$ cat src/rtl/main_memory_responder.sv
// Main-memory responder below the cache refill port.
// Block reads return critical-word-first bursts; byte writes are acked.
module main_memory_responder #(
  parameter int ADDR_W      = 6,
  parameter int DATA_W      = 8,
  parameter int BLOCK_BYTES = 4,
  parameter int LATENCY     = 3
) (
  input  logic                           Clk,
  input  logic                           Reset,
  input  logic                           MemReq,
  input  logic                           MemRWB,
  input  logic [ADDR_W-1:0]              MemAddr,
  input  logic [DATA_W-1:0]              MemWData,
  output logic                           MemBusy,
  output logic                           MemValid,
  output logic [DATA_W-1:0]              MemRData,
  output logic [$clog2(BLOCK_BYTES)-1:0] MemWordIdx,
  output logic                           MemWAck
);

  localparam int IW    = $clog2(BLOCK_BYTES);
  localparam int DEPTH = 1 << ADDR_W;
  localparam int CW    = $clog2(LATENCY + BLOCK_BYTES) + 1;

  typedef enum logic [1:0] {IDLE, WAIT, BURST, WACK} st_t;

  st_t               st, st_d;
  logic [CW-1:0]     cnt, cnt_d;
  logic [IW-1:0]     off, off_d;
  logic              rwb_q;
  logic [ADDR_W-1:0] addr_q;
  logic [DATA_W-1:0] wdata_q;
  logic [DATA_W-1:0] mem [DEPTH];

  logic              valid_d;
  logic [DATA_W-1:0] rdata_d;
  logic [IW-1:0]     idx_d;
  logic              wack_d;
  logic              we;
  logic              accept;
  logic [ADDR_W-1:0] rd_addr;

  assign accept  = (st == IDLE) && MemReq;
  // off walks the block; the high bits stay pinned to the latched block
  assign rd_addr = {addr_q[ADDR_W-1:IW], off};

  always_ff @(posedge Clk) begin
    if (Reset) st <= IDLE;
    else       st <= st_d;
  end

  always_comb begin
    st_d = st;
    unique case (st)
      IDLE:  if (MemReq) st_d = WAIT;
      WAIT:  if (cnt == '0) st_d = rwb_q ? BURST : WACK;
      BURST: if (cnt == '0) st_d = IDLE;
      WACK:  st_d = IDLE;
    endcase
  end

  always_comb begin
    cnt_d   = cnt;
    off_d   = off;
    valid_d = 1'b0;
    rdata_d = '0;
    idx_d   = '0;
    wack_d  = 1'b0;
    we      = 1'b0;
    unique case (st)
      IDLE: begin
        if (MemReq) begin
          cnt_d = CW'(LATENCY - 1);
          off_d = MemAddr[IW-1:0];
        end
      end
      WAIT: begin
        if (cnt != '0) begin
          cnt_d = cnt - 1'b1;
        end else if (rwb_q) begin
          valid_d = 1'b1;
          rdata_d = mem[rd_addr];
          idx_d   = off;
          off_d   = off + 1'b1;
          cnt_d   = CW'(BLOCK_BYTES - 1);
        end else begin
          we     = 1'b1;
          wack_d = 1'b1;
        end
      end
      BURST: begin
        if (cnt != '0) begin
          valid_d = 1'b1;
          rdata_d = mem[rd_addr];
          idx_d   = off;
          off_d   = off + 1'b1;
          cnt_d   = cnt - 1'b1;
        end
      end
      WACK: ;
    endcase
  end

  always_ff @(posedge Clk) begin
    if (Reset) begin
      cnt        <= '0;
      off        <= '0;
      rwb_q      <= 1'b0;
      addr_q     <= '0;
      wdata_q    <= '0;
      MemBusy    <= 1'b0;
      MemValid   <= 1'b0;
      MemRData   <= '0;
      MemWordIdx <= '0;
      MemWAck    <= 1'b0;
      for (int i = 0; i < DEPTH; i++)
        mem[i] <= DATA_W'(i);
    end else begin
      cnt        <= cnt_d;
      off        <= off_d;
      MemBusy    <= (st_d != IDLE);
      MemValid   <= valid_d;
      MemRData   <= rdata_d;
      MemWordIdx <= idx_d;
      MemWAck    <= wack_d;
      if (accept) begin
        rwb_q   <= MemRWB;
        addr_q  <= MemAddr;
        wdata_q <= MemWData;
      end
      if (we) mem[addr_q] <= wdata_q;
    end
  end

endmodule
$ cat config.mk
export PLATFORM = sky130hd
export DESIGN_NAME = main_memory_responder
export DESIGN_NICKNAME = d
export VERILOG_FILES = /design/src/rtl/main_memory_responder.sv
export SDC_FILE = /design/constraint.sdc
export NUM_CORES = 1
export LEC_CHECK = 0
export ABC_CLOCK_PERIOD_IN_PS = 6200
export CAP_MARGIN = 5
export CORE_AREA = 5 5 291 264
export DETAILED_ROUTE_END_ITERATION = 8
export DIE_AREA = 0 0 296 269
export HOLD_SLACK_MARGIN = 0.06
export MAX_ROUTING_LAYER = met4
export SLEW_MARGIN = 20
export SYNTH_ARGS = -nofsm -noshare
export SYNTH_HDL_FRONTEND = slang
export SYNTH_SLANG_ARGS = --single-unit
export TNS_END_PERCENT = 100
$ cat constraint.sdc
create_clock -name Clk -period 6.2 [get_ports Clk]
set_input_delay 1.24 -clock Clk [delete_from_list [all_inputs] [get_ports Clk]]
set_output_delay 1.24 -clock Clk [all_outputs]
set_load 0.01 [all_outputs]
Word-level counts from Yosys, hierarchy flattened. Memories as Yosys holds them, arrays and structs flattened. Index checks and enable logic that the tools add are counted.

Flip-flop bits (word level): 36. Memory bits (writable): 512. Input bits: 18. Output and inout port bits: 13. Logic and storage cells: 69. Memories: 1.

Memory list: mem (depth 64, bits a word 8, rd ports 1, clocked after Yosys merged registers in 0, wr ports 64, line 34) `logic [DATA_W-1:0] mem [DEPTH];`.

Add/subtract/negate cells: 2. Equality and inequality tests: 8. Muxes and demuxes: 38. Reduce and logical (&&, ||, !) cells: 9.

Operators by type and width (number): $mux W8 (4); $mux W2 (10); $mux W4 (4); $pmux W8 S2 (1); $mux W1 (13); $pmux W4 S3 (1); $ne A2 B2 Y1 const B (4); $pmux W2 S4 (1); $reduce_or A8 Y1 (1); $mux W6 (1); $pmux W2 S3 (1); $reduce_and A5 Y1 (1); $eq A2 B2 Y1 const B (2); $logic_not A4 Y1 (1); $pmux W2 S2 (1); $reduce_and A4 Y1 (1); $reduce_bool A4 Y1 (1); $sub A4 B1 Y4 const B (1); $ne A3 B3 Y1 const B (1); $reduce_bool A3 Y1 (1); $add A2 B1 Y2 const B (1); $eq A2 B1 Y1 const B (1); $logic_not A2 Y1 (1); $pmux W1 S2 (1); other kinds (2) (2).

Depth between registers and ports, before layout. Gate-level depths: netlist (run 1).

Depth after elaboration: 8. Depth in mapped cells: 11.

Least setup slack after synthesis (run 1). No wires, ideal clock.

Path type: in2reg. Start: in Reset. End: mem mem[45][0], enable pin. Setup time: 0.271 ns. Arrival time: 2.690 ns. Required time: 5.929 ns. Slack: 3.239 ns. Stages: 8. Buffers on the path: 3. Cell sequence: clkbuf_1 > nor4b_4 > and2_1 > buf_4 > nand2_2 > clkbuf_1 > nor2_1 > or2_2.

RTL lines: start: declaration (line 10) `input logic Reset,`; end: declaration (line 34).

Worst setup path after layout (run 1).
Start: reg addr_q[2]. End: reg MemRData[3].

Cells in the longest elaborated chain, start to end: 4.

RTL lines: start: declaration (line 32) `logic [ADDR_W-1:0] addr_q;`; start signal: assignment (line 129) `addr_q <= MemAddr;`; $mem_v2 Z64 W8 (*); $mux W8 (line 81) `end else if (rwb_q) begin`; $mux W8 (line 79) `if (cnt != '0) begin`; $pmux W8 S2 (*) (line 71) `unique case (st)`; end signal: assignment (line 124) `MemRData <= rdata_d;`; end: declaration (line 17) `output logic [DATA_W-1:0] MemRData,`.

Mark *: on every way between the ends. The rest lies on a longest branch, timed or not. A chain may end at the register's enable or synchronous reset.

==> results of run 1 <==
power breakdown:
group,switching [mW],internal (mW)
clock,1.46,2.09
sequential,0.210,4.12
combinational,0.679,0.417
total,2.35,6.64
cells in the mapped netlist (all sizes together) (7+ instances only):
cell / instances
a211oi: 20
a21oi: 43
a221oi: 16
a22oi: 27
and2: 325
buf: 32
clkbuf: 139
dfxtp: 36
edfxtp: 512
inv: 10
mux2: 7
mux2i: 94
mux4: 80
nand2: 64
nand3: 14
nor2: 81
nor2b: 14
o21ai: 20
o22ai: 7
or2: 67
or3: 193
cell families (layout without fill, tap and decap cells):
kind of cell / Yosys count / in the layout / synth area share [%]
adders and majority gates: 6 / 6 / 0.2947
muxes: 181 / 181 / 11.08
other: 0 / 3 / 0
DFF: 548 / 548 / 63.18
and+or+nand+nor: 790 / 790 / 18.15
AOI/OAI and AO/OA: 161 / 161 / 4.273
buffers and inverters: 182 / 169 / 3.026
flip-flops by register name, summed over array words and instances, names as in the netlist, 2 cells and up:
register	flops
cnt	4
wdata_q	8
st	2
off	2
MemWordIdx	2
addr_q	6
MemRData	8
mem	512
critical path: stages, from the launching register on:
cell,delay (ns)
sky130_fd_sc_hd__dfxtp_1,0.92
sky130_fd_sc_hd__nand2b_1,0.94
sky130_fd_sc_hd__a211oi_1,0.18
sky130_fd_sc_hd__a211oi_1,0.81
sky130_fd_sc_hd__a21oi_1,0.07
sky130_fd_sc_hd__a41oi_1,0.49
sky130_fd_sc_hd__o31a_1,0.23
stage by stage:
step	util, %	instances	hold WS (ns)
final	38.50	2828	0.4909
after global routing	38.49	2826	0.5323
after CTS	38.49	2825	0.4950
after detailed placement	35.89	2721	0.4860
after global placement	35.89	2721	0.4792
after floorplan	-	1868	0.4405
path summary, 6_finish.rpt:
path,slack [ns],endpoint
setup / recovery,2.48,MemRData[3]
setup reg to reg,2.48,MemRData[3]
hold reg to reg,0.49,addr_q[0]
hold / removal,0.49,addr_q[0]
area by class of cell:
| type | instances | area share, % |
|---|---|---|
| inverter | 11 | 0.1453 |
| multi-input combinational | 1138 | 30.33 |
| timing repair buffer | 54 | 1.717 |
| clock inverter | 24 | 1.250 |
| tap | 970 | 4.270 |
| antenna | 3 | 0.02642 |
| sequential | 548 | 56.76 |
| clock buffer | 80 | 5.499 |
layer usage:
layer / GRT usage [%] / routed length [µm] / vias up
li1: - / - / 6812
met3: 4.653 / 6703 / 103
met2: 26.80 / 31570 / 701
met5: - / 0 / -
met4: 4.692 / 1570 / 0
met1: 24.59 / 30460 / 7958
==> results_dict.tcl, run 1 <==
set metrics [dict create \
    grt_usage_pct 17.92 \
    initialDrtViolationCount 1787 \
    power.leakage_nw 8.799 \
    synth_largest_type_area_fraction_pct 60.35 \
    later_pin_clock_latency_in_the_skew_report_ns 0.64 \
    final_cell_mix "512 x sky130_fd_sc_hd__edfxtp_1, 325 x sky130_fd_sc_hd__and2_1, 193 x sky130_fd_sc_hd__or3_1" \
    synthDistinctLibCells 61 \
    detailed_place_hpwl_mm 42.29 \
    detail_route.first_pass.iterations 6 \
    tritoncts "done" \
    report.final.slew_viol_count 0 \
    reg2regPathDepth 6 \
    clock_sinks 548 \
    grt_first_pass_wirelength_mm 102.7 \
    netlist_top_cells_area "sky130_fd_sc_hd__edfxtp_1 60%, sky130_fd_sc_hd__and2_1 8.0%, sky130_fd_sc_hd__mux4_2 7.1%" \
    run_status "complete, no violations" \
    cts_inserted_buffers 56 \
    async_reset_ff_share_pct 0 \
    die_h_um 269 \
    yosys_top_cell_by_area "sky130_fd_sc_hd__edfxtp_1" \
    finalInstanceArea_mm2 0.02842 \
    port-buffer-count 30 \
    required_ns 6.78 \
    effective_utilization_at_floorplan_pct 34.51 \
    ctsHtreeMaxLevel 2 \
    synthFlopType "sky130_fd_sc_hd__edfxtp_1" \
    drt_drc_violations_left 0 \
    path_max_fanout 14 \
    finalHoldViolCount 0 \
    std_cell_rows 95 \
    dieArea_mm2 0.07962 \
    grt_antenna_before_repair 2 \
    power.ir.vdd_worst_mv 0.2406 \
    holdPathStages 2 \
    holdCritPathClass "reg -> reg" \
    clk_pin_slew_worst_paths_ns 0.06 \
    finalClockSkew_ns 0.03977 \
    start_kind "flip-flop" \
    timing.final.setup_violations 0 \
    post-route-period-util_pct 60.04 \
    route.final.wire_length_mm 70.31 \
    routed-via-count 15570 \
    pre_cts_setup_slack_ns 2.134 \
    avgRoutedWirePerCell_um 24.86 \
    coreArea_mm2 0.07381 \
    power.density_mw_per_mm2 316.2 \
    timing.max_cap.violations 0 \
    synth_enable_flop_cells 512 \
    synthToLayoutAreaGrowth_pct 11.56 \
    kind_of_end_point_of_the_critical_path "flip-flop" \
    post-layout-total-power_mw 8.986 \
    root_buffer "sky130_fd_sc_hd__clkbuf_16" \
    ctsResizeCount 0 \
    gr-total-overflow 0 \
    clk_path_buf_depth 3 \
    cp_data_arrival_time_ns 4.30 \
    setup.worst_path.start "addr_q[2]" \
    slew_headroom_pct 26.27 \
    largest_net_degree_at_the_start_of_global_routing 66 \
    dpl-instance-area_mm2 0.02649 \
    layout_commonest_cell "sky130_fd_sc_hd__edfxtp_1" \
    ys_ff_latch 548 \
    fin_tns_setup_ns 0 \
    number_of_global_route_vias_before_repair 15220 \
    layout-drive-gt1-share_pct 15.36 \
    finalNetCount 1833 \
    final_worst_path_setup_slack_ns 2.478 \
    synth_seq_area_share_pct 63.18 \
    io_pins 31 \
    grt_setup_unrepaired "false" \
    detail-route-antenna-nets 0 \
    synthesis.nets 1892 \
    gpl.final_weighted_congestion 0.8471 \
    route.detailed.vias_per_inst 5.507 \
    syn_area_mm2 0.02547 \
    worst_hold_startpoint "addr_q[0]" \
    synthesis.instances 1868 \
    worstMarginPinSlew_ns 1.106 \
    final-seq-area_mm2 0.01613 \
    fillerInstances 6835 \
    regToRegStartpoint "addr_q[2]" \
    fmaxAchievable_ghz 0.2687 \
    floorplan.die.width_um 296 \
    postCtsSetupBuffers 0 \
    yosys_warnings 0 \
    synthesis.area_per_instance_um2 13.64 \
    multi_input_area_mm2 0.008621 \
    period_needed_ns 3.722 \
    timing_worst_setup_path_type "reg -> reg" \
    cts_hold_repair.buffers 0 \
]
(Power assumes the default switching activity.)
==> run 2, diff against run 1 <==
--- a/config.mk
+++ b/config.mk
@@ -5,7 +5,7 @@
 export SDC_FILE = /design/constraint.sdc
 export NUM_CORES = 1
 export LEC_CHECK = 0
-export ABC_CLOCK_PERIOD_IN_PS = 6200
+export ABC_CLOCK_PERIOD_IN_PS = 3300
 export CAP_MARGIN = 5
 export CORE_AREA = 5 5 291 264
 export DETAILED_ROUTE_END_ITERATION = 8
==> constraint.sdc (replaced) <==
create_clock -name Clk -period 3.3 [get_ports Clk]
set_input_delay 0.66 -clock Clk [delete_from_list [all_inputs] [get_ports Clk]]
set_output_delay 0.66 -clock Clk [all_outputs]
set_load 0.01 [all_outputs]
==> results_dict.tcl, run 2 (synthesized netlist as in run 1, its figures left out) <==
set metrics [dict create \
    avgRoutedWirePerCell_um 24.46 \
    later_pin_clock_latency_in_the_skew_report_ns 0.63 \
    timing.final.setup_violations 0 \
    coreArea_mm2 0.07381 \
    fin_tns_setup_ns 0 \
    place_inst 2794 \
    postLayoutCoreUtil_pct 39.15 \
    route.final.wire_length_mm 70.87 \
    drt_drc_violations_left 0 \
    dpl-instance-area_mm2 0.02710 \
    cts_inserted_buffers 55 \
    largest_register_ffs 512 \
    holdCritPathClass "in -> reg" \
    root_buffer "sky130_fd_sc_hd__clkbuf_16" \
    power.density_mw_per_mm2 575.4 \
    layout-drive-gt1-share_pct 18.58 \
    endpoint "mem[9][1]" \
    timing.max_cap.violations 0 \
    port-buffer-count 30 \
    detail_route.first_pass.iterations 5 \
    reg2regPathDepth 9 \
    detail-route-antenna-nets 0 \
    required_ns 3.60 \
    postCtsSetupBuffers 0 \
    final_worst_path_setup_slack_ns 0.2068 \
    report.final.slew_viol_count 0 \
    pre_cts_setup_slack_ns 0.2646 \
    finalNetCount 1905 \
    clock_sinks 548 \
    io_pins 31 \
    clk_path_buf_depth 3 \
    reg.largest.list "mem: 512 flops, MemRData: 8 flops, wdata_q: 8 flops" \
    path_max_fanout 21 \
    finalHoldViolCount 0 \
    synthToLayoutAreaGrowth_pct 13.43 \
    max_flop_register "mem" \
    final-seq-area_mm2 0.01613 \
    setup.worst_path.start "cnt[0]" \
    dieArea_mm2 0.07962 \
    initialDrtViolationCount 1846 \
    final_cell_mix "512 x sky130_fd_sc_hd__edfxtp_1, 325 x sky130_fd_sc_hd__and2_1, 193 x sky130_fd_sc_hd__or3_1" \
    finalClockSkew_ns 0.03485 \
    effective_utilization_at_floorplan_pct 34.51 \
    grt_usage_pct 18.07 \
    period_needed_ns 3.093 \
    post-route-period-util_pct 93.73 \
    detailed_place_hpwl_mm 45.59 \
    timing.rr.end "mem[9][1]" \
    route.detailed.vias_per_inst 5.437 \
    run_status "complete, no violations" \
    slew_headroom_pct 33.26 \
    tritoncts "done" \
    fmaxAchievable_ghz 0.3233 \
    timing_worst_setup_path_type "reg -> reg" \
    ctsHtreeMaxLevel 2 \
    worst-r2r-setup-slack_ns 0.21 \
    power.leakage_nw 9.118 \
    grt_antenna_before_repair 1 \
    grt_first_pass_wirelength_mm 103.7 \
    multi_input_area_mm2 0.008618 \
    ctsResizeCount 0 \
    cts_hold_repair.buffers 0 \
    start_kind "flip-flop" \
    final_cell_count_without_fillers 2898 \
    std_cell_rows 95 \
    regToRegStartpoint "cnt[0]" \
    grt_setup_unrepaired "false" \
    gr-total-overflow 0 \
    fillerInstances 6782 \
    kind_of_end_point_of_the_critical_path "flip-flop" \
    largest_net_degree_at_the_start_of_global_routing 66 \
    gpl.final_weighted_congestion 0.8975 \
    worstMarginPinSlew_ns 1.001 \
    layout_commonest_cell "sky130_fd_sc_hd__edfxtp_1" \
    power.ir.vdd_worst_mv 0.3772 \
    cp_data_arrival_time_ns 3.40 \
    post-layout-total-power_mw 16.63 \
    floorplan.die.width_um 296 \
    finalInstanceArea_mm2 0.02890 \
    routed-via-count 15760 \
    clk_pin_slew_worst_paths_ns 0.06 \
    die_h_um 269 \
    number_of_global_route_vias_before_repair 15490 \
    whs_ns 0.2908 \
]
## run 2: cell count changes in the layout (fill, tap and decap cells not counted), sizes merged
cell / delta
diode: -2
buf: +73
clkinvlp: +3
clkbuf: -10
inv: -1
clkinv: +10
bufinv: -3
## run 2: critical path: stages, from the launching register on
cell	delay (ns)
sky130_fd_sc_hd__dfxtp_1	0.35
sky130_fd_sc_hd__inv_1	0.08
sky130_fd_sc_hd__ha_1	0.19
sky130_fd_sc_hd__or3b_1	0.49
sky130_fd_sc_hd__nor4b_4	0.38
sky130_fd_sc_hd__and2_1	0.35
sky130_fd_sc_hd__nand2_2	0.09
sky130_fd_sc_hd__buf_4	0.24
sky130_fd_sc_hd__nor2_1	0.30
sky130_fd_sc_hd__or2_2	0.29
## run 2: power breakdown
| part | total (mW) | switching (mW) | internal [mW] |
|---|---|---|---|
| logic | 2.22 | 1.34 | 0.880 |
| clock network | 6.31 | 2.73 | 3.57 |
| registers | 8.10 | 0.353 | 7.75 |
## run 2: worst min-delay path by stage
| stage | startpoint | to | slack [ns] | depth (start not counted) |
|---|---|---|---|---|
| finish | Reset | MemWAck | 0.29 | 2 |
| global route | Reset | MemWAck | 0.29 | 2 |
| CTS | Reset | MemWAck | 0.27 | 2 |
| detailed placement | addr_q[5] | addr_q[5] | 0.50 | 2 |
| global placement | cnt[2] | cnt[2] | 0.50 | 2 |
| floorplan | addr_q[0] | addr_q[0] | 0.44 | 2 |
## run 2: routing by layer
metal | global-route usage, % | wire length [µm]
met1 | 25.25 | 30990
met2 | 26.38 | 30870
met3 | 4.777 | 7121
met4 | 4.793 | 1888
met5 | - | 0
## run 2: final cells by class
class                   count  area share, %
clock buffers              70          5.135
flip-flops and latches    548          55.82
inverters                  11         0.1429
multi-input cells        1138          29.82
repair buffers            127          3.802
clock inverters            33          1.065
diodes                      1       0.008660
well taps                 970          4.200
==> run 3, diff against run 2 <==
--- a/config.mk
+++ b/config.mk
@@ -12,6 +12,7 @@
 export DIE_AREA = 0 0 296 269
 export HOLD_SLACK_MARGIN = 0.06
 export MAX_ROUTING_LAYER = met4
+export PLACE_DENSITY = 0.61
 export SLEW_MARGIN = 20
 export SYNTH_ARGS = -nofsm -noshare
 export SYNTH_HDL_FRONTEND = slang
==> results_dict.tcl, run 3 (synthesized netlist as in run 1, its figures left out) <==
set metrics [dict create \
    run_status "complete, no violations" \
    port-buffer-count 30 \
    grt_setup_unrepaired "false" \
    fmaxAchievable_ghz 0.3300 \
    grt_antenna_before_repair 5 \
    avgRoutedWirePerCell_um 24.43 \
    dieArea_mm2 0.07962 \
    drt_drc_violations_left 0 \
    timing.max_cap.violations 0 \
    reg2regPathDepth 9 \
    max_flop_register "mem" \
    fin_tns_setup_ns 0 \
    timing.final.setup_violations 0 \
    holdPathStages 2 \
    layout_commonest_cell "sky130_fd_sc_hd__edfxtp_1" \
    effective_utilization_at_floorplan_pct 34.51 \
    slew_headroom_pct 33.14 \
    start_kind "flip-flop" \
    reg.largest.list "mem: 512 flops, MemRData: 8 flops, wdata_q: 8 flops" \
    io_pins 31 \
    cts_hold_repair.buffers 0 \
    synthToLayoutAreaGrowth_pct 13.03 \
    power.ir.vdd_worst_mv 0.3441 \
    final_cell_mix "512 x sky130_fd_sc_hd__edfxtp_1, 325 x sky130_fd_sc_hd__and2_1, 193 x sky130_fd_sc_hd__or3_1" \
    whs_ns 0.2672 \
    power.density_mw_per_mm2 569.9 \
    std_cell_rows 95 \
    power.leakage_nw 9.063 \
    routed-via-count 15690 \
    largest_net_degree_at_the_start_of_global_routing 66 \
    clock_sinks 548 \
    post-route-period-util_pct 91.83 \
    worstMarginPinSlew_ns 1.003 \
    ctsHtreeMaxLevel 2 \
    grt_first_pass_wirelength_mm 104.4 \
    largest_register_ffs 512 \
    finalHoldViolCount 0 \
    detailed_place_hpwl_mm 45.16 \
    required_ns 3.60 \
    clk_pin_slew_worst_paths_ns 0.06 \
    path_max_fanout 16 \
    cp_data_arrival_time_ns 3.33 \
    grt_usage_pct 18.15 \
    initialDrtViolationCount 1928 \
    number_of_global_route_vias_before_repair 15450 \
    postCtsSetupBuffers 0 \
    kind_of_end_point_of_the_critical_path "flip-flop" \
    detail_route.first_pass.iterations 6 \
    holdCritPathClass "in -> reg" \
    tritoncts "done" \
    finalNetCount 1898 \
    timing_worst_setup_path_type "reg -> reg" \
    route.detailed.vias_per_inst 5.418 \
    layout-drive-gt1-share_pct 18.00 \
    report.final.slew_viol_count 0 \
    coreArea_mm2 0.07381 \
    gpl.final_weighted_congestion 0.9006 \
    period_needed_ns 3.030 \
    die_h_um 269 \
    floorplan.die.width_um 296 \
    clk_path_buf_depth 3 \
    gr-total-overflow 0 \
    root_buffer "sky130_fd_sc_hd__clkbuf_16" \
    later_pin_clock_latency_in_the_skew_report_ns 0.63 \
    cts_inserted_buffers 56 \
    finalClockSkew_ns 0.04066 \
    route.final.wire_length_mm 70.76 \
    detail-route-antenna-nets 0 \
]
run 3: cell types whose count changed in the layout (fill, tap and decap cells not counted), sizes merged:
cell | previous run | this run
clkinvlp | 4 | 1
buf | 98 | 90
diode | 1 | 4
clkbuf | 70 | 81
bufinv | 5 | 1
clkinv | 23 | 22
run 3: report_power, final:
part / internal [mW] / switching (mW) / total (mW)
clock network: 3.41 / 2.68 / 6.08
logic: 0.878 / 1.38 / 2.26
registers: 7.75 / 0.316 / 8.07
total: 12.0 / 4.38 / 16.4
run 3: layout make-up:
cell class              count  area, µm²
diodes                      4      10.01
clock buffers              81       1587
clock inverters            25      148.9
fillers                  6804      45020
inverters                  11      41.29
multi-input cells        1138       8628
flip-flops and latches    548      16130
well taps                 970       1214
repair buffers            119       1039
run 3: critical path, cell delays in order (launching register included):
cell,delay [ns]
sky130_fd_sc_hd__dfxtp_1,0.34
sky130_fd_sc_hd__inv_1,0.07
sky130_fd_sc_hd__ha_1,0.20
sky130_fd_sc_hd__or3b_1,0.51
sky130_fd_sc_hd__nor4b_4,0.33
sky130_fd_sc_hd__and2_1,0.33
sky130_fd_sc_hd__nand2_2,0.10
sky130_fd_sc_hd__buf_4,0.22
sky130_fd_sc_hd__nor2_1,0.31
sky130_fd_sc_hd__or2_2,0.30
run 3: through the flow:
stage / cells / setup slack (ns) / util (%) / instance area [µm²] / total power, mW
6_report: 2896 / 0.2697 / 39.01 / 28790 / 16.41
5_1_grt: 2894 / 0.04261 / 39.00 / 28790 / 16.94
4_1_cts: 2892 / 0.1241 / 38.98 / 28770 / 16.46
3_5_place_dp: 2786 / 0.1370 / 36.63 / 27040 / 10.44
3_3_place_gp: 2786 / 0.2567 / 36.63 / 27040 / 10.42
2_1_floorplan: 1868 / 0.7905 / - / 25470 / 9.524
run 3: worst paths after layout:
kind,slack (ns),end,from
max,0.27,mem[17][2],cnt[0]
min,0.27,MemWAck,Reset
max reg2reg,0.27,mem[17][2],cnt[0]
min reg2reg,0.50,addr_q[0],addr_q[0]
run 3: timing repair:
item | 4_1_cts | 5_1_grt
endpoints found under the hold margin | 0 | 0
resized for setup | 0 | 3
setup endpoints to repair | 0 | 40
run 3: routing by layer:
metal	vias up	global-route usage, %	wire length, µm
met5	-	-	0
li1	6937	-	-
met1	7886	25.00	30640
met3	136	4.513	6778
met4	0	5.209	1891
met2	731	26.93	31460
==> RTL edit, RTL diff (settings of run 3) <==
`MemRData` no longer has a reset.
--- a/src/rtl/main_memory_responder.sv
+++ b/src/rtl/main_memory_responder.sv
@@ -111,7 +111,6 @@
       wdata_q    <= '0;
       MemBusy    <= 1'b0;
       MemValid   <= 1'b0;
-      MemRData   <= '0;
       MemWordIdx <= '0;
       MemWAck    <= 1'b0;
       for (int i = 0; i < DEPTH; i++)
@@ -121,7 +120,6 @@
       off        <= off_d;
       MemBusy    <= (st_d != IDLE);
       MemValid   <= valid_d;
-      MemRData   <= rdata_d;
       MemWordIdx <= idx_d;
       MemWAck    <= wack_d;
       if (accept) begin
@@ -133,4 +131,8 @@
     end
   end
 
+  always_ff @(posedge Clk) begin
+    MemRData <= rdata_d;
+  end
+
 endmodule
Function: not settled (the Yosys comparison gave no result); the edit may change what the design does.
==> RTL edit against run 3 <==
- combinational power is 3% lower
- setup slack better by 0.12 ns
- via count is 5.0% lower
- total power is 3.0% higher
- routed wire length is 5.6% lower
- synthesized area is 0.59% lower
- critical path type unchanged
- cell area is 0.52% lower
- highest routed layer unchanged
- sequential cell count stayed put
==> RTL edit: results (changes against run 3) <==
- Outcome: complete, no violations (unchanged)
- Hold worst-path end: rwb_q (was MemWAck)
- R2R setup slack: 0.39 ns (was 0.27 ns)
- Num CTS Buffers: 54 (was 56)
- Signal arrival time at the worst endpoint: 3.22 ns (was 3.33 ns)
- Initial antenna violation count: 1 (was 5)
- Reg2Reg Depth: 8 (was 9)
- Peak supply drop: 431 uV (was 344 uV)
- Area occupied by multi-input gates: 8510 sq um (was 8630 sq um)
- Layout clock area frac: 6.61% (was 6.03%)
- Hold Crit Class: flip-flop to flip-flop (was input port to flip-flop)
- Worst Hold Launch: rwb_q (was Reset)
- Wire length per cell: 24.0 um (was 24.4 um)
- Clock Skew: 0.0284 ns (was 0.0407 ns)
- Placed Area: 26,700 sq um (was 27,000 sq um)
- Non-clk invs: 12 (was 11)
- Non-Clock Buffer Area Fraction: 2.95% (was 3.61%)
- Non-clk bufs: 85 (was 119)
- DRT iter0 DRCs: 1,510 (was 1,928)
- Crit path largest cell delay: 0.56 ns (was 0.51 ns)
- H-tree depth: 2 (unchanged)
- RR Startpoint: cnt[1] (was cnt[0])
- Placement Setup Slack: 0.408 ns (was 0.137 ns)
- Reg2Reg Capture Point: mem[37][7] (was mem[17][2])
- Register area share after synthesis: 63.6% (was 63.2%)
- FFs & Latches: 548 (unchanged)
- Fraction of layout cells with a size suffix above 1: 18.1% (was 18.0%)
- Worst-Margin Slew: 1.01 ns (was 1.00 ns)
- Top cells by area, synth: edfxtp_1 61%, mux4_2 9.5%, and2_1 8.1%, or3_1 4.8%, mux2i_1 3.4% (was edfxtp_1 60%, and2_1 8.0%, mux4_2 7.1%, or3_1 4.7%, mux2i_1 3.7%)
- Layout fillers: 6,772 (was 6,804)
- Final-layout clock buffer total: 63 (was 81)
- Drt via density: 5.36 (was 5.42)
- Detailed Routing Iterations Pass 1: 5 (was 6)
- Ant diodes: 2 (was 4)
- First-pass GRT wire length: 98,600 um (was 104,000 um)
- Fin cells: 2,779 (was 2,896)
- Clk_lat worst skew: 0.61 ns (was 0.63 ns)
- Synth top cells by count: 512 x edfxtp_1, 326 x and2_1, 193 x or3_1 (was 512 x edfxtp_1, 325 x and2_1, 193 x or3_1)
- Dpl cells: 2,677 (was 2,786)
- Post-synthesis cell type count: 53 (was 61)
- Sequential cell area: 16,100 sq um (about the same)
- Multi-input comb cells: 1,062 (was 1,138)
- Gr usage total: 17.1% (was 18.1%)
- WHS: 0.500 ns (was 0.267 ns)
- Synth Area per Inst: 14.2 sq um (was 13.6 sq um)
- Leak: 8.99 nW (was 9.06 nW)
RTL edit: changes by cell type in the layout (fill, tap and decap cells not counted), moves of 10 or more:
cell	change
a21oi_1	-10
o22ai_1	+13
a22oi_1	-23
a211oi_1	-20
mux4_2	+27
bufinv_16	+10
nand2_1	-10
buf_4	-39
RTL edit: cells by family after synthesis:
| group | Yosys count | share of synthesized area (%) |
|---|---|---|
| simple gates | 747 | 17.3 |
| flops | 548 | 63.6 |
| mux | 193 | 12.9 |
| buf+inv | 177 | 2.85 |
| compound gates | 116 | 3.08 |
| fa+ha+maj | 6 | 0.296 |
RTL edit: per-layer routing:
metal | part of all wire [%] | GRT usage [%] | up-vias
li1 | - | - | 6615
met1 | 44 | 23.0 | 7657
met2 | 47 | 26.4 | 509
met3 | 6.9 | 3.34 | 125
met4 | 3.0 | 5.30 | 0
met5 | 0 | - | -
RTL edit: power by group through the flow:
stage / Combinational, mW / Sequential, mW / Clock (mW)
2_1_floorplan: 1.62 / 7.93 / 0
3_3_place_gp: 2.16 / 8.27 / 0
3_5_place_dp: 2.19 / 8.27 / 0
4_1_cts: 2.19 / 8.12 / 6.70
5_1_grt: 2.31 / 8.14 / 6.97
6_report: 2.19 / 8.12 / 6.60
RTL edit: worst max-delay path, delay by kind of cell, from the launching register on:
kind          cells  cell delay, ns
buf+inv           2            0.30
simple gates      5            1.79
fa+ha+maj         1            0.19
flops             1            0.33
RTL edit: how the worst max path moves through the flow:
stage	end	slack [ns]	startpoint
3_5_place_dp	mem[37][7]	0.41	cnt[0]
6_report	mem[37][7]	0.39	cnt[1]
4_1_cts	mem[37][5]	0.38	cnt[1]
3_3_place_gp	mem[37][7]	0.43	cnt[0]
2_1_floorplan	mem[47][0]	0.86	cnt[0]
5_1_grt	mem[1][0]	0.22	cnt[0]
